## src/rtl/alu_pipe_if.sv

```systemverilog
// alu_pipe_if: operand/handshake/result bundle between sequencer, alu_pipe and writeback bus.
interface alu_pipe_if #(parameter int WIDTH = 8);
  logic             in_valid;
  logic             in_ready;
  logic [WIDTH-1:0] a;
  logic [WIDTH-1:0] b;
  logic [1:0]       op;
  logic             use_acc;
  logic             acc_wr;
  logic             out_valid;
  logic             out_ready;
  logic [WIDTH-1:0] c;
  logic             v;
  logic             cout;
  logic             z;
  logic             n;
  logic [WIDTH-1:0] acc;
  modport master (output in_valid, a, b, op, use_acc, acc_wr, out_ready,
                  input  in_ready, out_valid, c, v, cout, z, n, acc);
  modport slave  (input  in_valid, a, b, op, use_acc, acc_wr, out_ready,
                  output in_ready, out_valid, c, v, cout, z, n, acc);
endinterface

```

## src/rtl/alu_pipe.sv

```systemverilog
// alu_pipe: registered NAND/SUB/NOR/ADD ALU with valid/ready handshake and accumulator.
// Define ALU_SAT_EN to clamp signed-overflowing ADD/SUB results to the signed limit.
module alu_pipe #(
  parameter int               WIDTH    = 8,
  parameter logic [WIDTH-1:0] ACC_INIT = '0
) (
  input logic     clk,
  input logic     rst_n,
  alu_pipe_if.slave bus
);
  logic             accept, arith, ovf;
  logic [WIDTH-1:0] op_a, b_x, res_raw, res;
  logic [WIDTH:0]   sum;
  logic             out_valid_d, out_valid_q;
  logic [WIDTH-1:0] c_d, c_q, acc_d, acc_q;
  logic             v_d, v_q, cout_d, cout_q, z_d, z_q, n_d, n_q;
  assign bus.in_ready  = !out_valid_q || bus.out_ready;
  assign bus.out_valid = out_valid_q;
  assign bus.c         = c_q;
  assign bus.v         = v_q;
  assign bus.cout      = cout_q;
  assign bus.z         = z_q;
  assign bus.n         = n_q;
  assign bus.acc       = acc_q;
  // op[0] marks the arithmetic ops; SUB (01) inverts b and injects carry-in
  always_comb begin
    accept  = bus.in_valid && bus.in_ready;
    arith   = bus.op[0];
    op_a    = bus.use_acc ? acc_q : bus.a;
    b_x     = bus.op[1] ? bus.b : ~bus.b;
    sum     = {1'b0, op_a} + {1'b0, b_x} + {{WIDTH{1'b0}}, !bus.op[1]};
    ovf     = arith && (op_a[WIDTH-1] == b_x[WIDTH-1]) && (sum[WIDTH-1] != op_a[WIDTH-1]);
    res_raw = arith ? sum[WIDTH-1:0] : bus.op[1] ? ~(op_a | bus.b) : ~(op_a & bus.b);
`ifdef ALU_SAT_EN
    res     = !ovf ? res_raw : op_a[WIDTH-1] ? {1'b1, {(WIDTH-1){1'b0}}} : {1'b0, {(WIDTH-1){1'b1}}};
`else
    res     = res_raw;
`endif
    out_valid_d = accept || (out_valid_q && !bus.out_ready);
    c_d    = accept ? res : c_q;
    v_d    = accept ? ovf : v_q;
    cout_d = accept ? (arith && sum[WIDTH]) : cout_q;
    z_d    = accept ? (res == '0) : z_q;
    n_d    = accept ? res[WIDTH-1] : n_q;
    acc_d  = (accept && bus.acc_wr) ? res : acc_q;
  end
  always_ff @(posedge clk) begin
    if (!rst_n) begin
      out_valid_q <= 1'b0;
      c_q         <= '0;
      v_q         <= 1'b0;
      cout_q      <= 1'b0;
      z_q         <= 1'b0;
      n_q         <= 1'b0;
      acc_q       <= ACC_INIT;
    end else begin
      out_valid_q <= out_valid_d;
      c_q         <= c_d;
      v_q         <= v_d;
      cout_q      <= cout_d;
      z_q         <= z_d;
      n_q         <= n_d;
      acc_q       <= acc_d;
    end
  end
endmodule
```

## src/flat_wrapper.sv

```systemverilog
// flat-port wrapper written by rule: the top's interface ports become plain ports
module alu_pipe_flat 
#(
  parameter int               WIDTH    = 8,
  parameter logic [WIDTH-1:0] ACC_INIT = '0
)
  (clk, rst_n, bus_in_valid, bus_a, bus_b, bus_op, bus_use_acc, bus_acc_wr, bus_out_ready, bus_in_ready, bus_out_valid, bus_c, bus_v, bus_cout, bus_z, bus_n, bus_acc);
  alu_pipe_if #(.WIDTH(WIDTH)) bus_i ();
  input logic clk;
  input logic rst_n;
  input wire logic [$bits(bus_i.in_valid)-1:0] bus_in_valid;
  input wire logic [$bits(bus_i.a)-1:0] bus_a;
  input wire logic [$bits(bus_i.b)-1:0] bus_b;
  input wire logic [$bits(bus_i.op)-1:0] bus_op;
  input wire logic [$bits(bus_i.use_acc)-1:0] bus_use_acc;
  input wire logic [$bits(bus_i.acc_wr)-1:0] bus_acc_wr;
  input wire logic [$bits(bus_i.out_ready)-1:0] bus_out_ready;
  output wire logic [$bits(bus_i.in_ready)-1:0] bus_in_ready;
  output wire logic [$bits(bus_i.out_valid)-1:0] bus_out_valid;
  output wire logic [$bits(bus_i.c)-1:0] bus_c;
  output wire logic [$bits(bus_i.v)-1:0] bus_v;
  output wire logic [$bits(bus_i.cout)-1:0] bus_cout;
  output wire logic [$bits(bus_i.z)-1:0] bus_z;
  output wire logic [$bits(bus_i.n)-1:0] bus_n;
  output wire logic [$bits(bus_i.acc)-1:0] bus_acc;
  assign bus_i.in_valid = bus_in_valid;
  assign bus_i.a = bus_a;
  assign bus_i.b = bus_b;
  assign bus_i.op = bus_op;
  assign bus_i.use_acc = bus_use_acc;
  assign bus_i.acc_wr = bus_acc_wr;
  assign bus_i.out_ready = bus_out_ready;
  assign bus_in_ready = bus_i.in_ready;
  assign bus_out_valid = bus_i.out_valid;
  assign bus_c = bus_i.c;
  assign bus_v = bus_i.v;
  assign bus_cout = bus_i.cout;
  assign bus_z = bus_i.z;
  assign bus_n = bus_i.n;
  assign bus_acc = bus_i.acc;
  alu_pipe #(.WIDTH(WIDTH), .ACC_INIT(ACC_INIT)) u_core (.clk(clk), .rst_n(rst_n), .bus(bus_i));
endmodule
```

## config.mk

```make
export PLATFORM = sky130hd
export DESIGN_NAME = alu_pipe_flat
export DESIGN_NICKNAME = d
export VERILOG_FILES = /design/src/rtl/alu_pipe_if.sv /design/src/rtl/alu_pipe.sv /design/src/flat_wrapper.sv
export SDC_FILE = /design/constraint.sdc
export NUM_CORES = 1
export LEC_CHECK = 0
export BUFFER_PORTS_ARGS = -buffer_cell sky130_fd_sc_hd__buf_4
export CORE_MARGIN = 2
export CORE_UTILIZATION = 51
export DETAILED_ROUTE_END_ITERATION = 8
export PLACE_DENSITY_LB_ADDON = 0.3
export SLEW_MARGIN = 30
export SYNTH_ARGS = -nofsm -noshare
export SYNTH_HDL_FRONTEND = slang
export SYNTH_SLANG_ARGS = --single-unit
```

## constraint.sdc

```tcl
create_clock -name clk -period 3.2 [get_ports clk]
set_clock_uncertainty 0.2 [all_clocks]
set_input_delay 0.32 -clock clk [delete_from_list [all_inputs] [get_ports clk]]
set_output_delay 0.32 -clock clk [all_outputs]
set_load 0.01 [all_outputs]
```

-- Yosys cells after proc, flatten, opt, wreduce, memory -nomap -nowiden
Cells that the tools add are included.
Widths: inputs -> output; s select.
- input bits: 24
- logic and storage cells: 32
- register bits after elaboration: 21
- output and inout port bits: 22
- $add $sub $neg: 2
- muxes and demuxes: 4
- equal/unequal tests: 2
- bitwise operators: 5
- reductions and logical operators: 12
- operators with widths (cell ; number):
    $mux 8 ; 4
    $not 8->8 ; 3
    $add 8x8->9 ; 1
    $add 9x1->9 ; 1
    $and 8x8->8 ; 1
    $logic_not 8->1 ; 1
    $or 8x8->8 ; 1
    $logic_and 1x1->1 ; 6
    $logic_not 1->1 ; 3
    $logic_or 1x1->1 ; 2
    $eq 1x1->1 ; 1
    $ne 1x1->1 ; 1

-- Depth between registers and ports, before layout
- depth after elaboration: 6
- gate-level depth with buffers: 12
- depth with buffers taken out: 11

-- Worst setup path before layout
OpenSTA, ideal clock, no wires.
- path type: in2reg
- start: input port bus_op[1]
- end: register u_core.z_q (netlist: u_core.bus.z)
- buffers on the path: 2
- arrival time: 2698 ps
- path slack: 218 ps
- library setup time: 84 ps
- stages on the path: 11
- cells stage by stage: clkbuf_1 buf_1 xnor2_1 fa_1 a21oi_1 o21ai_1 a21oi_1 xnor2_1 a21oi_1 o211ai_1 o31ai_2
- word-level cells in the longest chain between the ends: 5
- elaborated cells between the ends (all ways): 7
- classes of those cells: 2 x add/sub; 3 x mux; 2 x reduce/logical
- ends and longest elaborated chain (what ; RTL line ; source):
    start: declaration ; flat_wrapper.sv:14 ; input wire logic [$bits(bus_i.op)-1:0] bus_op;
    $mux 8 ; alu_pipe.sv:30 ; b_x = bus.op[1] ? bus.b : ~bus.b;
    $add 8x8->9 ; alu_pipe.sv:31 ; sum = {1'b0, op_a} + {1'b0, b_x} + {{WIDTH{1'b0}}, !bus.op[1]};
    $add 9x1->9 ; alu_pipe.sv:31 ;
    $mux 8 * ; alu_pipe.sv:33 ; res_raw = arith ? sum[WIDTH-1:0] : bus.op[1] ? ~(op_a | bus.b) : ~(op_a & bus.b);
    $logic_not 8->1 * ; alu_pipe.sv:43 ; z_d = accept ? (res == '0) : z_q;
    end signal: assignment ; alu_pipe.sv:61 ; z_q <= z_d;
    end: declaration ; alu_pipe.sv:16 ; logic v_d, v_q, cout_d, cout_q, z_d, z_q, n_d, n_q;
Mark *: on every way between the ends. The rest lies on a longest branch, timed or not.
A chain may end at the register's enable or synchronous reset.

-- Worst setup path in the final report
- start: register u_core.acc_q[0] (netlist: u_core.bus.acc[0])
- end: register u_core.z_q (netlist: u_core.bus.z)
- word-level cells in the longest chain between the ends: 6
- elaborated cells between the ends (all ways): 10
- classes of those cells: 2 x add/sub; 3 x mux; 4 x bitwise; 1 x reduce/logical
- ends and longest elaborated chain (what ; RTL line ; source):
    start: declaration ; alu_pipe.sv:15 ; logic [WIDTH-1:0] c_d, c_q, acc_d, acc_q;
    start signal: assignment ; alu_pipe.sv:55 ; acc_q <= ACC_INIT;
    start signal: assignment ; alu_pipe.sv:63 ; acc_q <= acc_d;
    $mux 8 * ; alu_pipe.sv:29 ; op_a = bus.use_acc ? acc_q : bus.a;
    branches (longest 3 deep; another with $add 8x8->9) ; -- ;
    $mux 8 * ; alu_pipe.sv:33 ;
    $logic_not 8->1 * ; alu_pipe.sv:43 ;
Mark *: on every way between the ends.

==> results.toml <==
[detailed_routing]
antenna_left = 0
post-route-drc-count = 0
wl_per_cell_um = 15.3
vias = 1508
routed_wl_um = 3910
drtPass1Iterations = 4
dr.first_iter.drc_count = 47
viasPerCell = 5.91

[final_layout]
drive_gt1_frac = 0.277
diodes = 0
area_delta_synth_final_pct = 25.7
final_net_count = 257

[sta]
rsz0062_at_grt = "false"
setup_ws_ps = 387
whs_ps = 39.2
slew_viol_final = 0
finalCriticalPeriod_ps = 2810
max_freq_mhz = 355
finalHoldViolCount = 0
fin_crit_sh = 0.879
tightest_slew_ps = 547
slew_headroom = 0.634
setup_tns_ps = 0
finalSetupViolCount = 0

[yosys]
syn-cell-area_um2 = 1480
synth_cell_types = 45
ys_async_sr_fraction = 0
synth_xor_area_frac = 0.0881
synth_mux_area_frac = 0.0635
synth_seq_cells = 20
ys_seq_area_frac = 0.271
synth-compound-area-share = 0.262
syn_nets = 217
yosys.area_share.simple = 0.166
synth_top_family_by_area = "compound AO/OA/AOI/OAI gates"
synth_ff_type = "dfxtp_1"
synth_edf_count = 0
synth_warnings = 0
avgSynthCellArea_um2 = 7.99
synth_cells = 185
synth_adder_area_share = 0.0999

[cts]
cts_tree = "done"
cts_sinks = 20
cts-root-buf = "clkbuf_4"
cts_buffers = 3
postCtsHoldBufs = 0
cts_resized = 0
clkSlewWorstSetupHoldPaths_ps = 120
cts_setup_buffers = 0
max-clock-path-buffers = 2
clkLatencyLatePin_ps = 310
cts_max_level = 1

[worst_setup_path]
r2r-start = "u_core.bus.acc[0]$_SDFFE_PN0P_"
crit_path_frequent_cell = "a21oi_1"
cp-start-kind = "flip-flop"
reg2reg_depth = 11
crit_start = "u_core.bus.acc[0]$_SDFFE_PN0P_"
critPathMaxFanout = 5
cp.arrival_ps = 2840
crit_family = "compound AO/OA/AOI/OAI gates"
path_depth = 11
worstSetupPathType = "flip-flop to flip-flop"
reg2reg_to = "u_core.bus.z$_SDFFE_PN0P_"
path_cells = "mux2_4 -> nor2_1 -> a21oi_1 -> fa_1 -> a21oi_1 -> o21ai_1 -> a21oi_1 -> xnor2_1 -> a21oi_1 -> o211ai_1 -> o31ai_2"
cp_slowest_cell = "fa_1"
rrSetupSlack_ps = 390
cpPeakStageDelay_ps = 420
required_ps = 3230
endpoint_kind = "flip-flop"
path_buf_inv = 0
setup.worst_path.end = "u_core.bus.z$_SDFFE_PN0P_"

[placement]
dpl.hpwl_um = 3090
numPortBuffers = 45
dpl_worst_slack_ps = 208
gp_congestion = 0.857

[power_and_ir_drop]
p_int_w = 0.000541
cellPowerDensity_nw_per_um2 = 439
leakage_nw = 0.804
pwr-share-comb = 0.400
switching_power_w = 0.000274
vdd_drop_max_mv = 0.504
p_seq_frac = 0.345
power_frac_clock = 0.254
p_sw_frac = 0.336

[global_routing]
antenna_found_initial = 0
first_global_vias = 1402
grt_first_pass_wirelength_um = 6330
grt-ovfl-total = 0
grtUsageTotal = 0.242
grt_start_max_net_pins = 20

[floorplanning]
chipHeight_um = 57.8
pin_count = 46
row_count = 19
start_util = 0.536
core-area_um2 = 2760
die-width_um = 57.8
dieArea_um2 = 3340

[min_path]
min_path_type = "primary input to flip-flop"

[status]
status = "finished clean"

[run]
drv_cap = 0
==> state kept, by name, indices dropped and copies added (netlist names) <==
name,count
u_core.bus.acc,8
u_core.bus.c,7
u_core.bus.cout,1
u_core.bus.n,1
u_core.bus.out_valid,1
u_core.bus.v,1
u_core.bus.z,1
==> logic make-up (layout without fill, tap and decap cells) <==
family	count (synthesis)	in the layout
DFF	20	20
adders and majority gates	12	12
and+or+nand+nor	55	55
muxes	8	8
buffers and inverters	16	55
xor gates and xnor gates	14	14
AOI/OAI and AO/OA	60	60
==> power groups by stage <==
stage               registers (W)  logic (W)  clock network, W
detailed placement       0.000287   0.000321                 0
floorplan                0.000294   0.000212                 0
global placement         0.000286   0.000309                 0
global route             0.000284   0.000356          0.000219
finish                   0.000281   0.000326          0.000207
CTS                      0.000282   0.000322          0.000207
==> through the flow <==
| stage | area (µm²) | total power (W) | utilization | cells |
|---|---|---|---|---|
| 2_1_floorplan | 1480 | 0.000506 | - | 185 |
| 3_3_place_gp | 1800 | 0.000595 | 0.654 | 251 |
| 3_5_place_dp | 1800 | 0.000608 | 0.654 | 251 |
| 4_1_cts | 1860 | 0.000811 | 0.673 | 255 |
| 5_1_grt | 1860 | 0.000859 | 0.673 | 255 |
| 6_report | 1860 | 0.000815 | 0.673 | 255 |
==> synthesized netlist by cell type (2+ instances only) <==
library cell	count	area [µm²]
a211oi_1	4	30.0
o21ai_0	5	25.0
nor2_1	22	82.6
and2_1	4	25.0
clkbuf_1	6	22.5
ha_1	7	87.6
nand3_1	4	20.0
a21o_1	2	15.0
o211ai_1	2	15.0
o21a_1	2	15.0
inv_1	6	22.5
o21ai_1	5	25.0
xor2_1	3	26.3
dfxtp_1	20	400
mux2_2	7	78.8
xnor2_1	10	87.6
a32o_1	2	20.0
a31oi_1	2	12.5
nand4_1	2	12.5
a21oi_1	27	135
maj3_1	4	40.0
nand2_1	16	60.1
==> worst min path at each step <==
| stage | from | to | slack [ps] | cells after the start |
|---|---|---|---|---|
| floorplan | bus_acc_wr | u_core.bus.acc[6]$_SDFFE_PN0P_ | 230 | 1 |
| global placement | u_core.bus.v$_SDFFE_PN0P_ | u_core.bus.v$_SDFFE_PN0P_ | 250 | 2 |
| detailed placement | u_core.bus.c[0]$_SDFFE_PN0P_ | u_core.bus.c[0]$_SDFFE_PN0P_ | 250 | 2 |
| CTS | bus_acc_wr | u_core.bus.acc[6]$_SDFFE_PN0P_ | 40 | 2 |
| global route | bus_acc_wr | u_core.bus.acc[6]$_SDFFE_PN0P_ | 30 | 2 |
| finish | bus_acc_wr | u_core.bus.acc[6]$_SDFFE_PN0P_ | 40 | 2 |
==> layer usage <==
| layer | track usage | routed length [µm] |
|---|---|---|
| met4 | 0.0598 | 39 |
| met1 | 0.273 | 1540 |
| met2 | 0.456 | 2030 |
| met5 | 0 | 0 |
| met3 | 0.0536 | 305 |
==> layout make-up <==
| type | instances | area [µm²] |
|---|---|---|
| clock inverters | 1 | 30.0 |
| repair buffers | 45 | 338 |
| inverters | 6 | 22.5 |
| fillers | 250 | 901 |
| flip-flops and latches | 20 | 400 |
| well taps | 31 | 38.8 |
| clock buffers | 3 | 22.5 |
| multi-input cells | 149 | 1000 |
==> placed cells by master, fill, tap and decap left out, types with 3 or more instances in the layout <==
cell and count:
maj3_1 4, a211oi_1 4, ha_1 7, mux2_2 7, a21oi_1 27, clkbuf_4 3
nand2_1 16, dfxtp_1 20, nor2_1 22, and2_1 4, o21ai_0 5, xnor2_1 10
nand3_1 4, inv_1 6, buf_4 45, xor2_1 3, o21ai_1 5
Note: power is estimated with default switching activity, not from simulation.
